**config.mk**
```make
export PLATFORM = sky130hd
export DESIGN_NAME = mode_selector
export DESIGN_NICKNAME = d
export VERILOG_FILES = /design/src/rtl/mode_sel_pkg.sv /design/src/rtl/mode_selector_btn_debounce.sv /design/src/rtl/mode_selector.sv
export SDC_FILE = /design/constraint.sdc
export NUM_CORES = 1
export LEC_CHECK = 0
export ABC_AREA = 1
export CORE_MARGIN = 2
export CORE_UTILIZATION = 56
export CTS_CLUSTER_DIAMETER = 50
export DETAILED_ROUTE_END_ITERATION = 12
export PLACE_DENSITY = 0.73
export SYNTH_ARGS = -nofsm -noshare
export SYNTH_HDL_FRONTEND = slang
export SYNTH_SLANG_ARGS = --single-unit
export TNS_END_PERCENT = 5
```
**constraint.sdc**
```tcl
create_clock -name clk -period 2 [get_ports clk]
set_input_delay 0.6 -clock clk [delete_from_list [all_inputs] [get_ports clk]]
set_output_delay 0.6 -clock clk [all_outputs]
set_load 0.1 [all_outputs]
```
**src/rtl/mode_sel_pkg.sv**
```systemverilog
// Shared defaults and width helper for the push-button mode selector.
package mode_sel_pkg;

    localparam int NUM_MODES_DEF         = 4;
    localparam int DEBOUNCE_CYCLES_DEF   = 500000;
    localparam int LONG_PRESS_CYCLES_DEF = 50000000;

    // Never returns 0, so a 2-entry range still gets a 1-bit field.
    function automatic int clog2_min1(input int value);
        return (value <= 2) ? 1 : $clog2(value);
    endfunction

endpackage

```
**src/rtl/mode_selector_btn_debounce.sv**
```systemverilog
// One raw active-low button: 2-FF synchroniser, stability counter and
// edge pulses on the debounced level.
module btn_debounce
    import mode_sel_pkg::*;
#(
    parameter int DEBOUNCE_CYCLES = DEBOUNCE_CYCLES_DEF
) (
    input  logic clk,
    input  logic reset,
    input  logic raw_n,
    output logic level,
    output logic press_pulse,
    output logic release_pulse
);

    localparam int               CNT_W    = clog2_min1(DEBOUNCE_CYCLES);
    localparam logic [CNT_W-1:0] CNT_LAST = CNT_W'(DEBOUNCE_CYCLES - 1);

    logic             sync_q1;
    logic             sync_q2;
    logic             level_d;
    logic [CNT_W-1:0] cnt;

    always_ff @(posedge clk or negedge reset) begin
        if (!reset) begin
            sync_q1 <= 1'b1;
            sync_q2 <= 1'b1;
        end else begin
            sync_q1 <= raw_n;
            sync_q2 <= sync_q1;
        end
    end

    // Any return to the accepted level restarts the stability window.
    always_ff @(posedge clk or negedge reset) begin
        if (!reset) begin
            level <= 1'b1;
            cnt   <= '0;
        end else if (sync_q2 == level) begin
            cnt <= '0;
        end else if (cnt == CNT_LAST) begin
            level <= sync_q2;
            cnt   <= '0;
        end else begin
            cnt <= cnt + CNT_W'(1);
        end
    end

    always_ff @(posedge clk or negedge reset) begin
        if (!reset) level_d <= 1'b1;
        else        level_d <= level;
    end

    assign press_pulse   = level_d & ~level;
    assign release_pulse = ~level_d & level;

endmodule

```
**src/rtl/mode_selector.sv**
```systemverilog
// Next/prev push-button mode selector with wrap-around and a long press on
// next that returns to mode 0.
module mode_selector
    import mode_sel_pkg::*;
#(
    parameter int NUM_MODES         = NUM_MODES_DEF,
    parameter int MODE_W            = clog2_min1(NUM_MODES),
    parameter int DEBOUNCE_CYCLES   = DEBOUNCE_CYCLES_DEF,
    parameter int LONG_PRESS_CYCLES = LONG_PRESS_CYCLES_DEF
) (
    input  logic              clk,
    input  logic              reset,
    input  logic              btn_next_n,
    input  logic              btn_prev_n,
    output logic [MODE_W-1:0] mode,
    output logic              mode_changed,
    output logic              long_press
);

    localparam logic [MODE_W-1:0] MODE_LAST = MODE_W'(NUM_MODES - 1);
    localparam int                HOLD_W    = clog2_min1(LONG_PRESS_CYCLES + 1);
    localparam logic [HOLD_W-1:0] HOLD_LAST = HOLD_W'(LONG_PRESS_CYCLES - 1);
    localparam logic [HOLD_W-1:0] HOLD_MAX  = HOLD_W'(LONG_PRESS_CYCLES);

    logic              next_level, next_press, next_release;
    logic              prev_level, prev_press, prev_release;
    logic              unused_prev;
    logic [HOLD_W-1:0] hold_cnt;
    logic              lp_hit;
    logic [MODE_W-1:0] mode_nx;

    btn_debounce #(.DEBOUNCE_CYCLES(DEBOUNCE_CYCLES)) u_next (
        .clk           (clk),
        .reset         (reset),
        .raw_n         (btn_next_n),
        .level         (next_level),
        .press_pulse   (next_press),
        .release_pulse (next_release)
    );

    btn_debounce #(.DEBOUNCE_CYCLES(DEBOUNCE_CYCLES)) u_prev (
        .clk           (clk),
        .reset         (reset),
        .raw_n         (btn_prev_n),
        .level         (prev_level),
        .press_pulse   (prev_press),
        .release_pulse (prev_release)
    );

    assign unused_prev = prev_level ^ prev_release;

    // Saturating hold counter: one long press per hold.
    always_ff @(posedge clk or negedge reset) begin
        if (!reset) begin
            hold_cnt <= '0;
        end else if (next_level || next_release || prev_press) begin
            hold_cnt <= '0;
        end else if (hold_cnt != HOLD_MAX) begin
            hold_cnt <= hold_cnt + HOLD_W'(1);
        end
    end

    assign lp_hit = !next_level && !prev_press && (hold_cnt == HOLD_LAST);

    always_comb begin
        mode_nx = mode;
        if (lp_hit) begin
            mode_nx = '0;
        end else if (next_press && !prev_press) begin
            mode_nx = (mode == MODE_LAST) ? '0 : mode + MODE_W'(1);
        end else if (prev_press && !next_press) begin
            mode_nx = (mode == '0) ? MODE_LAST : mode - MODE_W'(1);
        end
    end

    always_ff @(posedge clk or negedge reset) begin
        if (!reset) begin
            mode         <= '0;
            mode_changed <= 1'b0;
            long_press   <= 1'b0;
        end else begin
            mode         <= mode_nx;
            mode_changed <= (mode_nx != mode);
            long_press   <= lp_hit;
        end
    end

endmodule

```
Word-level counts from Yosys, hierarchy flattened
Index checks and enable logic that the tools add are counted.
Cells by class
  $add $sub $neg: 5
  eq/ne operators: 8
  multiplexer cells: 11
  bitwise operators: 8
  reduce and logical (&&, ||, !) cells: 13
Operators by type and width (number)
  two-way mux 19 bit: 4
  two-way mux 26 bit: 2
  adder 19 x 1 -> 19 bit, second input constant: 2
  equality test 19 bit, second input constant: 2
  adder 26 x 1 -> 26 bit, second input constant: 1
  equality test 26 bit, second input constant: 1
  != test 26 bit, second input constant: 1
  two-way mux 2 bit: 5
  NOT 1 bit: 5
  logical AND 1 bit: 4
  AND reduction 2 bit: 2
  AND 1 bit: 3
  logical NOT 1 bit: 3
  adder 2 x 1 -> 2 bit, second input constant: 1
  equality test 1 bit: 2
  equality test 2 bit, second input constant: 1
  logical NOT 2 bit: 1
  logical OR 1 bit: 2
  != test 2 bit: 1
  nonzero test 2 bit: 1
  subtractor 2 x 1 -> 2 bit, second input constant: 1
Storage, ports and cells
  flip-flop bits (word level): 76
  output and inout port bits: 4
  word-level logic and storage cells: 59

Logic depth before layout (Yosys ltp)
Gate-level depths: netlist (run 1).
  word-level depth: 8
  depth in mapped cells: 10
  gate-level depth less buffers: 10

Modules after synthesis
A second synthesis (run 1) with hierarchy kept.
Unflattened totals
  cell total of the unflattened synthesis: 551
  area, all modules: 4245.3 um^2
Modules (own cells, without submodules)
  btn_debounce: instances 2, cells each 153, area an instance 1241.2 um^2
  mode_selector: instances 1, cells each 245, area an instance 1762.9 um^2

Least setup slack after synthesis (run 1)
No wires, ideal clock.
  kind: flip-flop to flip-flop
  start: register mode[0]
  end: register mode_changed
  library setup time: 0.117 ns
  arrival time: 1.918 ns
  required time: 1.883 ns
  path slack: -0.036 ns
  cell stages (with the launch flop): 10
  path buffers: 0
  clock period less this slack: 2.036 ns
  cells stage by stage: dfrtp_1 -> inv_1 -> ha_1 -> inv_1 -> o21ai_0 -> nand2_1 -> nand2_1 -> nand2_1 -> nand2_1 -> nand2_1
Between the ends
  longest elaborated chain between the ends: 6
  elaborated cells on any way between the ends: 10
  those cells by class: add/sub (2); eq/ne (2); mux (5); reduce/logical (1)
RTL lines
  start, declared: RTL line mode_selector.sv:15  | output logic [MODE_W-1:0] mode,
  start signal, assigned: RTL line mode_selector.sv:82  | mode <= mode_nx;
  subtractor 2 x 1 -> 2 bit or logical NOT 2 bit (tied branches): RTL line mode_selector.sv:72  | mode_nx = (mode == '0) ? MODE_LAST : mode - MODE_W'(1);
  two-way mux 2 bit: RTL line mode_selector.sv:72
  two-way mux 2 bit: RTL line mode_selector.sv:71  | end else if (prev_press && !next_press) begin
  two-way mux 2 bit: RTL line mode_selector.sv:69  | end else if (next_press && !prev_press) begin
  two-way mux 2 bit: RTL line mode_selector.sv:67  | if (lp_hit) begin
  != test 2 bit (*): RTL line mode_selector.sv:83  | mode_changed <= (mode_nx != mode);
  end signal, assigned: RTL line mode_selector.sv:83
  end, declared: RTL line mode_selector.sv:16  | output logic mode_changed,
Mark *: on every way between the ends. The rest lies on a longest branch, timed or not.
A chain may end at the register's enable or synchronous reset.

Final worst setup path (run 1)
  start: register mode[1]
  end: output port mode[1]
No word-level cell between the ends.

==> impl_metrics.json, run 1 <==
{
  "synth_edf_count": 0,
  "use_met2": 0.373,
  "max-slew-margin-rel": 0.708,
  "route.detailed.wl_per_inst_um": 12.9,
  "timing_worst_slew_pin_value_ps": 435,
  "cts_hold_repair.buffers": 0,
  "slew_violations": 0,
  "most-common-layout-cells": "nand2_1 (118), nor2_1 (107), inv_1 (82)",
  "die_h_um": 91.0,
  "post_synth_instance_area_um2": 4240,
  "netlist.top_cell.by_area": "dfrtp_1",
  "timing.reg2reg.worst_path_depth": 10,
  "fp-row-count": 31,
  "timing.critical_path.buf_inv": 1,
  "power.ir.vdd_worst_mv": 0.324,
  "finalCritPeriodShare": 0.819,
  "place.detailed.hpwl_mm": 6.54,
  "number_of_clock_sinks_seen_by_cts": 76,
  "fmax_ghz": 0.611,
  "preCtsSetupSlack_ps": 415,
  "grt_setup_unrepaired": "false",
  "power.leakage_nw": 2.16,
  "finalWorstPathRequiredPeriod_ps": 1640,
  "first_global_vias": 3415,
  "timing.max_cap.violations": 0,
  "layout_commonest_cell": "nand2_1",
  "cp.arrival_ps": 1040,
  "syn2layout_area_growth_pct": 10.3,
  "run_status": "finished clean",
  "cpMaxStageDelayCell": "dfrtp_1",
  "critical-path-top-delay-family": "flip-flops",
  "buffer_ports.inserted": 7,
  "worstPathMaxFanout": 5,
  "dominantRegCellSynth": "dfrtp_1",
  "drt_pre_antenna_iters": 5,
  "hold_violations": 0,
  "grt-busiest-layer": "met2",
  "start_kind": "flop",
  "timing.setup.critical_path_class": "reg -> out",
  "synthesized_net_count": 578,
  "synth.area.top_cells": "dfrtp_1 (40%), nand2_1 (10%), nor2_1 (9.5%)",
  "hold_removal_path_class": "in -> async",
  "grt_use_total": 0.234,
  "root_buffer": "clkbuf_8",
  "critical_path.endpoint_type": "output port",
  "synthArstFlopShare": 1.00,
  "routed_via_density": 5.20,
  "cp_cell_sequence": "buf_12",
  "cts_setup_buffers": 0,
  "initial_utilization": 0.582,
  "cts_htree_levels": 3,
  "drive_above_1_share": 0.106,
  "floorplan.die.width_um": 91.0,
  "critical_path_depth": 1,
  "final_antenna_violating_net_count": 0,
  "final-setup-viol-count": 0,
  "globalplace.congestion": 0.939,
  "final.setup.tns_ps": 0,
  "io-pin-count": 8,
  "path_clk_slew_ps": 70,
  "finalHoldWorstSlack_ps": 31.0,
  "detailroute.via_count": 3594,
  "die-area_um2": 8280,
  "total_routed_wirelength_mm": 8.90,
  "worst_skew_pair.late_latency_ps": 350,
  "grt_antenna_before_repair": 0,
  "post_synth_cell_types": 29,
  "grt_first_pass_wirelength_mm": 15.6,
  "nets": 597,
  "postSynthAreaPerCell_um2": 7.47,
  "number_of_inserted_filler_cells_in_the_final_layout": 671,
  "worst_path_largest_cell_delay_ps": 480,
  "synth_top_area_share": 0.401,
  "gr-total-overflow": 0,
  "diode_insertion_count_for_antenna_repair": 0,
  "timing.critical_path.required_ps": 1400,
  "ys_warn_count": 0,
  "postLayoutCoreUtil": 0.642,
  "postCtsResizedCells": 0,
  "groute.layer.met3.usage": 0.0473,
  "ys_ff_latch": 76,
  "grt_start_max_net_pins": 46,
  "clockBufferDepth": 2,
  "cts_tree": "built",
  "fin_total_pwr_mw": 2.76,
  "power.density_cell_area_nw_per_um2": 591,
  "grt_use_met1": 0.320,
  "first_iter_violations": 175,
  "netlist_instances": 568,
  "tritoncts.num_buffers": 9,
  "yosysSeqAreaShare": 0.451,
  "floorplan.core_area_um2": 7290,
  "remaining_design_rule_violation_count": 0,
  "setup_ws_ps": 363,
  "layout_skew_ps": 8.67
}
## final timing paths
check	startpoint	endpoint	slack [ps]
min in group clk	u_next.sync_q1	u_next.sync_q2	360
hold reg to reg	u_next.sync_q1	u_next.sync_q2	360
hold / removal	reset	u_prev.cnt[12]	30
setup / recovery	mode[1]	mode[1]	360
max in group asynchronous	reset	u_next.level_d	1400
setup reg to reg	hold_cnt[0]	hold_cnt[16]	400
## layout make-up
cell class              count  area [um2]  area share
well taps                  99         124      0.0265
flip-flops and latches     76        1910       0.409
clock buffers              13         139      0.0297
inverters                  85         319      0.0682
clock inverters             3        40.0     0.00856
multi-input cells         405        2000       0.428
repair buffers             10         143      0.0305
## report_power, final
group | switching, mW | internal [mW] | leakage, nW
registers | 0.0102 | 1.55 | 1.01
logic | 0.0542 | 0.0212 | 1.05
clock network | 0.549 | 0.575 | 0.0914
total | 0.613 | 2.15 | 2.16
## cells in the mapped netlist (2+ instances only)
cell / number
nand3_2: 2
nor2_4: 7
nor3_2: 2
dfrtp_1: 68
nor2_2: 8
nand2_1: 118
nand3b_1: 2
inv_2: 3
nor2_1: 107
nor3b_1: 6
nand2_2: 10
nor3_1: 21
dfstp_2: 8
xor2_1: 13
inv_1: 82
nand4_1: 25
o21ai_0: 14
a21oi_1: 18
nand3_1: 38
o211ai_1: 2
ha_1: 6
## per-stage QoR
step                      cells  area [um2]
final                       691        4680
after global routing        691        4680
after CTS                   691        4680
after global placement      675        4500
after floorplan             568        4240
after detailed placement    675        4500
## layer usage
layer | routed length [um] | share of wire
met1 | 4280 | 0.48
met2 | 4100 | 0.46
met3 | 399 | 0.045
met4 | 125 | 0.014
met5 | 0 | 0
## logic make-up after synthesis
group	share of synthesized area
AND/OR/NAND/NOR	0.379
AO/OA/AOI/OAI	0.0463
XOR/XNOR	0.0289
adder cells (fa/ha/maj)	0.0177
flip-flops	0.451
buffers and inverters	0.0773
## flip-flops by register name, summed over array words and instances (netlist names), 2 cells and up
register	count
hold_cnt	26
u_next.cnt	19
u_prev.cnt	19
mode	2
(Power assumes the default switching activity.)
==> inputs of run 2 (changes only) <==
- PLACE_DENSITY: 0.73 -> 0.76
- clock period: 2 -> 1.4 ns (I/O delays scaled with it)
==> impl_metrics.json, run 2 (same netlist as run 1, synthesis figures left out) <==
{
  "run_status": "complete, but fails checks",
  "violations": "negative setup slack",
  "detailroute.via_count": 4095,
  "setup_ws_ps": -186,
  "power.ir.vdd_worst_mv": 0.683,
  "layout_skew_ps": 15.3,
  "remaining_design_rule_violation_count": 0,
  "grt_first_pass_wirelength_mm": 17.8,
  "buffer_ports.inserted": 7,
  "syn2layout_area_growth_pct": 27.6,
  "finalWorstPathRequiredPeriod_ps": 1590,
  "nets": 665,
  "routed_via_density": 5.40,
  "initial_utilization": 0.582,
  "final-setup-viol-count": 30,
  "io-pin-count": 8,
  "max-slew-margin-rel": 0.744,
  "share_seq_of_total_power": 0.536,
  "multi_input_comb_area_um2": 2170,
  "final.setup.tns_ps": -2010,
  "start_kind": "flop",
  "reg.largest.list": "hold_cnt: 26 flops, u_next.cnt: 19 flops, u_prev.cnt: 19 flops",
  "timing_worst_slew_pin_value_ps": 384,
  "cts_tree": "built",
  "finalCritPeriodShare": 1.13,
  "worst_skew_pair.late_latency_ps": 360,
  "slew_violations": 0,
  "timing.max_cap.violations": 0,
  "power.density_cell_area_nw_per_um2": 770,
  "pwr-share-clk": 0.427,
  "gr-total-overflow": 0,
  "drive_above_1_share": 0.276,
  "critical-path-top-cell-by-count": "nand2_2",
  "sw_share": 0.241,
  "regMostFlops": "hold_cnt",
  "floorplan.core_area_um2": 7290,
  "first_iter_violations": 295,
  "final_cell_count_no_fill": 759,
  "layout_commonest_cell": "nand2_1",
  "fin_total_pwr_mw": 4.17,
  "fp-row-count": 31,
  "worst_path_largest_cell_delay_ps": 430,
  "cts_htree_levels": 3,
  "p_int_mw": 3.16,
  "power.leakage_nw": 2.56,
  "floorplan.die.width_um": 91.0,
  "most-common-layout-cells": "nand2_1 (103), nor2_1 (100), inv_1 (74)",
  "critical_path.endpoint_type": "flop",
  "first_global_vias": 3996,
  "grt_antenna_before_repair": 0,
  "grt_use_total": 0.265,
  "grt_setup_unrepaired": "true",
  "root_buffer": "clkbuf_8",
  "globalplace.congestion": 0.923,
  "final_antenna_violating_net_count": 0,
  "tritoncts.num_buffers": 9,
  "flip_flop_count_of_the_largest_register_all_copies_and_words_added": 26,
  "fmax_ghz": 0.631,
  "hold_violations": 0,
  "place_inst": 735,
  "cpMaxStageDelayCell": "dfrtp_1",
  "route.detailed.wl_per_inst_um": 13.9,
  "number_of_inserted_filler_cells_in_the_final_layout": 561,
  "ff_latch_area_um2": 1920,
  "worstPathMaxFanout": 5,
  "net-switching-power_mw": 1.00,
  "place.detailed.hpwl_mm": 7.43,
  "path_clk_slew_ps": 90,
  "preCtsSetupSlack_ps": -119,
  "hold_removal_path_class": "reg -> reg",
  "cp_cell_sequence": "ha_4 -> nand2_4 -> nor2_4 -> nand2_1 -> nor2_1 -> nand3_2 -> nand2_2 -> nand2_2 -> nand2_2 -> nand2_1",
  "drt_pre_antenna_iters": 5,
  "number_of_clock_sinks_seen_by_cts": 76,
  "clockBufferDepth": 2,
  "diode_insertion_count_for_antenna_repair": 0,
  "timing.setup.critical_path_class": "reg -> reg",
  "cp.arrival_ps": 1850,
  "die_h_um": 91.0,
  "grt_start_max_net_pins": 26,
  "combinational_group_share_of_total_power": 0.037,
  "die-area_um2": 8280,
  "total_routed_wirelength_mm": 10.5,
  "timing.critical_path.required_ps": 1670
}
## run 2: power by group through the flow
stage	logic, mW	clock network [mW]	registers [mW]
6_report	0.156	1.78	2.23
5_1_grt	0.179	1.89	2.24
4_1_cts	0.155	1.79	2.23
3_5_place_dp	0.150	0	2.27
3_3_place_gp	0.145	0	2.27
2_1_floorplan	0.0395	0	2.27
## run 2: per-layer routing
layer	GRT usage	routed length, um	vias up
met5	0	0	-
met4	0.105	205	0
met3	0.0448	538	22
met2	0.425	5130	138
met1	0.360	4650	1950
li1	-	-	1985
## run 2: area by class of cell
type	count	area share
Tap cell	99	0.0229
Clock buffer	10	0.0254
Sequential cell	76	0.356
Multi-Input combinational cell	405	0.401
Inverter	85	0.0604
Clock inverter	6	0.0132
Timing Repair Buffer	78	0.121
## run 2: critical path: cells and delay by family (launching register included)
kind	cells	cell delay, ps
and+or+nand+nor	9	890
adders and majority gates	1	180
DFF	1	430
## run 2: what timing repair did
action / in CTS / in global routing
hold endpoints to repair: 16 / 0
endpoints found under the setup margin: 41 / 65
buffers inserted: 4 / 3
pin swaps: 8 / 15
resized for setup: 21 / 32
hold buffers: 1 / 0
## run 2: final timing paths
path / end / slack, ps / cells after the start / start
hold reg to reg: u_prev.sync_q2 / 390 / 0 / u_prev.sync_q1
hold / removal: u_prev.sync_q2 / 390 / 0 / u_prev.sync_q1
max in group asynchronous: u_next.level / 340 / 3 / reset
setup / recovery: mode_changed / -190 / 10 / hold_cnt[0]
setup reg to reg: mode_changed / -190 / 10 / hold_cnt[0]
min in group asynchronous: mode[0] / 510 / 2 / reset
## run 2: stage by stage
stage          hold slack, ps  area, um2   util
3_3_place_gp              353       4970  0.682
5_1_grt                   389       5410  0.742
3_5_place_dp              356       4970  0.682
4_1_cts                   383       5290  0.725
6_report                  386       5410  0.742
2_1_floorplan             124       4270      -
